===== src/rtl/bcd_decimal_scan_decoder.sv =====
// Multi-digit BCD to 1-of-10 decimal decoder with a time-multiplexed digit scan.
// A word is captured on a valid/ready handshake and then scanned from the least significant digit, with each digit held for DWELL cycles.
module bcd_decimal_scan_decoder #(
  parameter int DIGITS = 4,
  parameter int DWELL  = 4
) (
  input  logic                  clk,
  input  logic                  rst_n,
  input  logic                  in_valid,
  output logic                  in_ready,
  input  logic [4*DIGITS-1:0]   in_bcd,
  input  logic                  in_lzb,
  output logic [9:0]            dec,
  output logic [DIGITS-1:0]     dig_sel,
  output logic                  err,
  output logic                  frame_done
);

  localparam int IW = (DIGITS > 1) ? $clog2(DIGITS) : 1;
  localparam int CW = (DWELL > 1) ? $clog2(DWELL) : 1;
  localparam logic [IW-1:0] LAST_IDX = IW'(DIGITS - 1);
  localparam logic [CW-1:0] LAST_CNT = CW'(DWELL - 1);

  typedef enum logic [0:0] {IDLE, SCAN} state_t;

  state_t               state;
  logic [4*DIGITS-1:0]  shadow;
  logic [DIGITS-1:0]    blank_mask;
  logic [IW-1:0]        idx;
  logic [CW-1:0]        cnt;

  logic                 accept;
  logic [DIGITS-1:0]    cap_mask;
  logic                 zero_above;
  logic [4*DIGITS-1:0]  src_word;
  logic [DIGITS-1:0]    src_mask;
  logic [IW-1:0]        src_idx;
  logic [3:0]           nib;
  logic [9:0]           nxt_dec;
  logic [DIGITS-1:0]    nxt_sel;
  logic                 nxt_err;

  assign in_ready = (state == IDLE);
  assign accept   = in_ready && in_valid;

  // A digit is blanked only while it and every digit above it are zero;
  // digit 0 is always shown, and an invalid nibble breaks the zero run.
  always_comb begin
    cap_mask   = '0;
    zero_above = in_lzb;
    for (int i = DIGITS - 1; i >= 1; i--) begin
      zero_above  = zero_above && (in_bcd[4*i +: 4] == 4'd0);
      cap_mask[i] = zero_above;
    end
  end

  // On accept, digit 0 of the incoming word loads the outputs directly so it appears on the cycle after the handshake.
  always_comb begin
    src_word = accept ? in_bcd : shadow;
    src_mask = accept ? cap_mask : blank_mask;
    src_idx  = accept ? '0 : idx + IW'(1);
    nib      = 4'(src_word >> (4 * src_idx));
    nxt_err  = (nib > 4'd9);
    nxt_dec  = (!nxt_err && !src_mask[src_idx]) ? (10'(1) << nib) : '0;
    nxt_sel  = DIGITS'(1) << src_idx;
  end

  always_ff @(posedge clk or negedge rst_n) begin
    if (!rst_n) begin
      state      <= IDLE;
      shadow     <= '0;
      blank_mask <= '0;
      idx        <= '0;
      cnt        <= '0;
      dec        <= '0;
      dig_sel    <= '0;
      err        <= 1'b0;
      frame_done <= 1'b0;
    end else begin
      frame_done <= 1'b0;
      case (state)
        IDLE: begin
          if (in_valid) begin
            state      <= SCAN;
            shadow     <= in_bcd;
            blank_mask <= cap_mask;
            idx        <= '0;
            cnt        <= '0;
            dec        <= nxt_dec;
            dig_sel    <= nxt_sel;
            err        <= nxt_err;
          end
        end
        SCAN: begin
          if (cnt == LAST_CNT) begin
            cnt <= '0;
            if (idx == LAST_IDX) begin
              state      <= IDLE;
              idx        <= '0;
              dec        <= '0;
              dig_sel    <= '0;
              err        <= 1'b0;
              frame_done <= 1'b1;
            end else begin
              idx     <= idx + IW'(1);
              dec     <= nxt_dec;
              dig_sel <= nxt_sel;
              err     <= nxt_err;
            end
          end else begin
            cnt <= cnt + CW'(1);
          end
        end
        default: state <= IDLE;
      endcase
    end
  end

endmodule

===== config.mk =====
export PLATFORM = sky130hd
export DESIGN_NAME = bcd_decimal_scan_decoder
export DESIGN_NICKNAME = d
export VERILOG_FILES = /design/src/rtl/bcd_decimal_scan_decoder.sv
export SDC_FILE = /design/constraint.sdc
export NUM_CORES = 1
export LEC_CHECK = 0
export CAP_MARGIN = 10
export CORE_MARGIN = 2
export CORE_UTILIZATION = 25
export DETAILED_ROUTE_END_ITERATION = 10
export GPL_ROUTABILITY_DRIVEN = 0
export PLACE_DENSITY = 0.52
export SLEW_MARGIN = 20
export SYNTH_ARGS = -nofsm -noshare
export SYNTH_HDL_FRONTEND = slang
export SYNTH_SLANG_ARGS = --single-unit

===== constraint.sdc =====
create_clock -name clk -period 4.35 [get_ports clk]
set_input_delay 0.87 -clock clk [delete_from_list [all_inputs] [get_ports clk]]
set_output_delay 0.87 -clock clk [all_outputs]
set_load 0.02 [all_outputs]

# ---- After elaboration in Yosys (flattened, before gate mapping)
# Index checks and enable logic that the tools add are counted.
dict set report word_totals {
  regBits 40
  input_bits 20
  wordCells 64
}
dict set report classes {
  add_sub_neg 2
  magnitude_cmp 2
  eq_ne 4
  shifts 3
  n_mux 31
  bitwise 1
  reduce_logical 12
}
# op n
set op_table {}
lappend op_table {{10-bit 2-to-1 mux} 4}
lappend op_table {{10-bit one-hot mux with 2 select lines} 1}
lappend op_table {{16-bit 2-to-1 mux} 1}
lappend op_table {{4-bit 2-to-1 mux} 4}
lappend op_table {{16-bit by 4-bit >> shifter with 4-bit output} 1}
lappend op_table {{4-bit logical NOT} 3}
lappend op_table {{1-bit 2-to-1 mux} 10}
lappend op_table {{2-bit 2-to-1 mux} 5}
lappend op_table {{1-bit by 4-bit << shifter with 10-bit output, first input constant} 1}
lappend op_table {{2-bit one-hot mux with 2 select lines} 2}
lappend op_table {{4-bit one-hot mux with 2 select lines} 1}
lappend op_table {{1-bit logical AND} 5}
lappend op_table {{2-bit by 1-bit adder with 2-bit output, second input constant} 2}
lappend op_table {{2-bit equality test, second input constant} 2}
lappend op_table {{4-bit > comparator, second input constant} 1}
lappend op_table {{1-bit one-hot mux with 2 select lines} 2}
lappend op_table {{2-bit AND reduction} 2}
lappend op_table {{1-bit by 2-bit << shifter with 4-bit output, first input constant} 1}
lappend op_table {{2-bit by 3-bit less-than comparator with 1-bit output, second input constant} 1}
lappend op_table {{1-bit binary-select mux with 2-bit select} 1}
lappend op_table {{1-bit logical NOT} 2}
lappend op_table {{2-bit by 1-bit != test with 1-bit output, second input constant} 1}
lappend op_table {{2-bit != test, second input constant} 1}
lappend op_table {{1-bit NOT} 1}

# ---- Longest topological paths before layout
dict set report depth {
  depth_word 13
  mapped_depth 7
  ltp_nobuf 6
}

# ---- Worst setup path before layout
# Ideal clock, no wire load.
dict set report synth_timing {
  path_type {input port to flip-flop}
  startpoint {input port in_valid}
  endpoint {register dec[8]}
  setup_time_ns 0.122
  t_arrival_ns 1.793
  slack_ns 2.436
  cell_stages 5
  path_buffers 1
  cell_sequence {nor2b_4 > buf_4 > nor3_1 > nor3_4 > a32o_1}
}
dict set report synth_via {
  elab_chain_len 10
  elab_cells_between_ends 19
  classes_between {order compare: 1; eq/ne: 1; shift: 2; mux: 10; reduce/logical: 5}
}
# item line_no
set synth_rtl {}
lappend synth_rtl {{start, declared} 9} ;# input logic in_valid,
lappend synth_rtl {{1-bit logical AND} 44} ;# assign accept = in_ready && in_valid;
lappend synth_rtl {{16-bit 2-to-1 mux, or another cell as far along} 59} ;# src_word = accept ? in_bcd : shadow;
lappend synth_rtl {{16-bit by 4-bit >> shifter with 4-bit output / 1-bit binary-select mux with 2-bit select (equally long branches)} {62, 64}}
lappend synth_rtl {{4-bit > comparator / 1-bit 2-to-1 mux (equally long branches)} {63, 64}}
lappend synth_rtl {{1-bit logical NOT} 64} ;# nxt_dec = (!nxt_err && !src_mask[src_idx]) ? (10'(1) << nib) : '0;
lappend synth_rtl {{1-bit logical AND} 64}
lappend synth_rtl {{10-bit 2-to-1 mux} 64}
lappend synth_rtl {{10-bit 2-to-1 mux} 97} ;# if (idx == LAST_IDX) begin
lappend synth_rtl {{10-bit 2-to-1 mux} 95} ;# if (cnt == LAST_CNT) begin
lappend synth_rtl {{10-bit one-hot mux with 2 select lines} 81} ;# case (state)
lappend synth_rtl {{end signal, assigned} 89} ;# dec <= nxt_dec;
lappend synth_rtl {{end signal, assigned} 106} ;# dec <= nxt_dec;
lappend synth_rtl {{end, declared} 13} ;# output logic [9:0] dec,
# Several ways; a longest one is shown, not always the timed one. The select of a mux whose other input is x is not followed.
# A chain may end at the register's enable or synchronous reset.

# ---- Final worst setup path
dict set report layout_timing {
  startpoint {register idx[0]}
  endpoint {register dec[2]}
}
dict set report layout_via {
  elab_chain_len 10
  elab_cells_between_ends 16
  classes_between {add/sub: 1; order compare: 1; eq/ne: 1; shift: 2; mux: 8; reduce/logical: 3}
}
# item line_no
set layout_rtl {}
lappend layout_rtl {{start, declared} 29} ;# logic [IW-1:0] idx;
lappend layout_rtl {{start signal, assigned} 105} ;# idx <= idx + IW'(1);
lappend layout_rtl {{2-bit by 1-bit adder with 2-bit output} 61} ;# src_idx = accept ? '0 : idx + IW'(1);
lappend layout_rtl {{2-bit 2-to-1 mux} 61}
lappend layout_rtl {{16-bit by 4-bit >> shifter with 4-bit output / 1-bit binary-select mux with 2-bit select (equally long branches)} {62, 64}}
lappend layout_rtl {{4-bit > comparator / 1-bit 2-to-1 mux (equally long branches)} {63, 64}}
lappend layout_rtl {{1-bit logical NOT} 64}
lappend layout_rtl {{1-bit logical AND} 64}
lappend layout_rtl {{10-bit 2-to-1 mux} 64}
lappend layout_rtl {{10-bit 2-to-1 mux} 97}
lappend layout_rtl {{10-bit 2-to-1 mux} 95}
lappend layout_rtl {{10-bit one-hot mux with 2 select lines (*)} 81}
# Mark *: on every way between the ends. The rest lies on a longest branch, timed or not. The select of a mux whose other input is x is not followed.

==> impl_results.md <==
* Status: finished, final reports clean
* Sequential-to-total area share from yosys stat at 0.518
* Final setup fails at 0
* Via density per instance at roughly 4.6
* Highest Clock Rate at 0.362 GHz
* Number of enable-type register cells in the synthesized netlist at 0
* Fin Setup TNS at 0 ps
* Die boundary height at 91.9 um
* Fin. max-slew vios at 0
* Input/output buffers at 36
* RSZ-0062 raised after global routing: no
* Leading cell types by total area after synthesis: dfrtp_1 52%, nand2_1 12%, mux2i_1 3.6%
* Critical-path top delay cell: ha_1
* Share of flip-flops with an asynchronous set or reset at 1.00
* Leakage power total at around 1.1 nW
* Worst stage delay on the critical path at 780 ps
* Top layer used by detailed routing: met4
* Routed met2 length at around 1800 um
* Initial core utilization at 0.254
* Number of remaining DRC errors at 0
* Mean Syn Cell Area at 10.3 sq um
* Cell-by-cell listing of the critical path: ha_1 -> mux2i_1 -> o211ai_2 -> and2_1 -> o32ai_1 -> a32o_2
* CTS hold repair buffers at 0
* Sequential Area at around 0.0010 sq mm
* Number of antenna violations at the first check in global routing at 0
* Maximum clock path buffer count at 2
* Maximum fanout count along the critical path at 15
* Routed met1 length at between 2000 and 2500 um
* Count of cell types in the netlist at 42
* Total number of clock tree sinks at 40
* Root cell of the clock tree: clkbuf_8
* Final critical-path required period at 2760 ps
* Filler cell count at 801
* Max-Slew Margin vs Limit at 0.412
* Top-level port count at 37
* Routed length on met3 at 269 um
* Number of rows created at floorplan at 32
* Share of the cycle needed by the critical path after routing at 0.634
* Hold Path Class: flop to flop
* First-pass GRT wire length at 7070 um
* Nets@finish at 243
* Synthesized area at 0.00193 sq mm
* Clock network latency to the later pin of the worst-skew pair at 300 ps
* Synthesized netlist net count at 209
* Required time at the worst-slack endpoint at between 4000 and 5000 ps
* Number of resized instances in the post-cts repair step at 0
* Gr ovfl total at 0
* Cell count after synthesis at about 190
* Slew @ Worst Pin at 883 ps
* Synthesized flop and latch total at 40
* Worst setup SP type: flop
* DRT Wirelength at between 4000 and 5000 um
* Core area at approximately 0.0076 sq mm
* Detailed-routing iteration count for the pre-antenna-repair pass at 4
* Critical path endpoint category: flop
* Fraction of post-synthesis cell area in the top cell type by area at 0.518
* Total area of multi-input combinational cells at 842 sq um
* Synth Warn # at 0
* Setup fix buffers added after clock tree synthesis at 0
* Maximum Capacitance Violations at 0
* Maximum vdd ir drop at 0.259 mV
* Area growth from synthesis to final layout at 26.5%
* Total global-route track usage at 0.107
* Non-filler instance count after layout at 324
* Dpl hpwl at 3070 um
* Post-Place Cells at 316
* Number of hold violations in the final report at 0
* Leading register cell type out of synthesis: dfrtp_1
* Number of nets with antenna violations after detailed routing at 0
* Iter 0 DRT Violations at 54
* TritonCTS clock tree: done
* Pwr/cell area at ~730 mW/mm^2
* Minimum setup slack among reg-to-reg paths at 1590 ps
* Vias in the first global route at 1369
* Largest net degree at the start of global routing at 41
* Worst-case clock skew at 12.7 ps
* Share of post-route cells with drive strength above 1 at 0.113
* Clock buffer count from CTS at 5
* Overall die width at a little over 90 um
* Area of the die at 0.00845 sq mm
* Final antenna diode count at 0
* H-Tree Depth at 2
* Via count at 1477
* CP Class: flop to flop
* Clock slew at the register clock pins of the worst setup and hold paths at 90 ps
* Crit path arrival time at roughly 3000 ps
* Library cell occupying the most area in the post-synthesis netlist: dfrtp_1
* Detail-routed net length per standard cell at 13.4 um
stage by stage:
stage          area, sq um  power [mW]  worst slack [ps]  hold WS (ps)  utilization
2_1_floorplan         1930        1.29              2440           440            -
3_3_place_gp          2340        1.52              1490           460        0.308
3_5_place_dp          2340        1.53              1440           463        0.308
4_1_cts               2440        1.80              1570           482        0.321
5_1_grt               2450        1.92              1330           498        0.322
6_report              2450        1.79              1590           476        0.322
cells by family (layout without fill, tap and decap cells):
| kind of cell | Yosys count | after routing | share of synthesized area |
|---|---|---|---|
| AND/OR/NAND/NOR | 84 | 84 | 0.200 |
| flip-flops | 40 | 40 | 0.518 |
| buffers and inverters | 14 | 49 | 0.0485 |
| multiplexers | 9 | 9 | 0.0557 |
| adder cells (fa/ha/maj) | 2 | 2 | 0.0129 |
| AO/OA/AOI/OAI | 38 | 38 | 0.165 |
synth_stat cells (all sizes together), types with 3 or more instances:
cell type   n
nand2      60
o21ai      12
dfrtp      40
clkbuf      3
inv         4
a32o        8
a21oi       3
mux2i       7
nor2        7
buf         7
nand3       3
and2        3
final timing paths:
kind / depth (start not counted) / startpoint / to
max in group asynchronous: 1 / rst_n / shadow[2]$_DFFE_PN0P_
max reg2reg: 6 / idx[0]$_DFFE_PN0P_ / dec[2]$_DFFE_PN0P_
min reg2reg: 2 / shadow[8]$_DFFE_PN0P_ / shadow[8]$_DFFE_PN0P_
max: 6 / idx[0]$_DFFE_PN0P_ / dec[2]$_DFFE_PN0P_
min in group asynchronous: 1 / rst_n / frame_done$_DFF_PN0_
min: 2 / shadow[8]$_DFFE_PN0P_ / shadow[8]$_DFFE_PN0P_
per-layer routing:
metal  global-route usage  up-vias
li1                     -      726
met2                0.143       49
met1                0.160      692
met4               0.0423        0
met3               0.0329       10
met5                    0        -
cell usage in the layout (no fill, tap or decap), types with 2 or more instances in the layout:
cell type         n
a21oi_2           2
a22o_1            2
a32o_1            4
a32o_2            4
and2_1            2
clkbuf_8          6
clkdlybuf4s50_1  35
clkinvlp_4        2
dfrtp_1          40
ha_1              2
inv_1             4
mux2i_1           7
nand2_1          60
nand3_1           3
nor2_1            7
o21a_1            2
o21ai_0          11
o31ai_1           2
o41ai_1           2
power breakdown:
part           leakage [nW]  internal [mW]  switching, mW
logic                 0.534          0.404          0.504
clock network        0.0434          0.128          0.137
registers             0.517          0.512          0.108
critical path, delay by kind of cell (launching register included):
kind,cells,cell delay [ps]
compound gates,3,730
mux,1,310
fa+ha+maj,1,780
flops,1,640
simple gates,1,220
state kept, by name, summed over array words and instances, names as in the netlist:
register,count
shadow,16
dec,10
dig_sel,4
blank_mask,3
cnt,2
idx,2
err,1
frame_done,1
state,1
area by class of cell:
cell class / count / share of cell area
inverter: 4 / 0.00614
clock buffer: 6 / 0.0338
sequential: 40 / 0.409
tap: 102 / 0.0522
clock inverter: 2 / 0.00614
multi-input combinational: 133 / 0.344
timing repair buffer: 37 / 0.148
(Power assumes the default switching activity.)
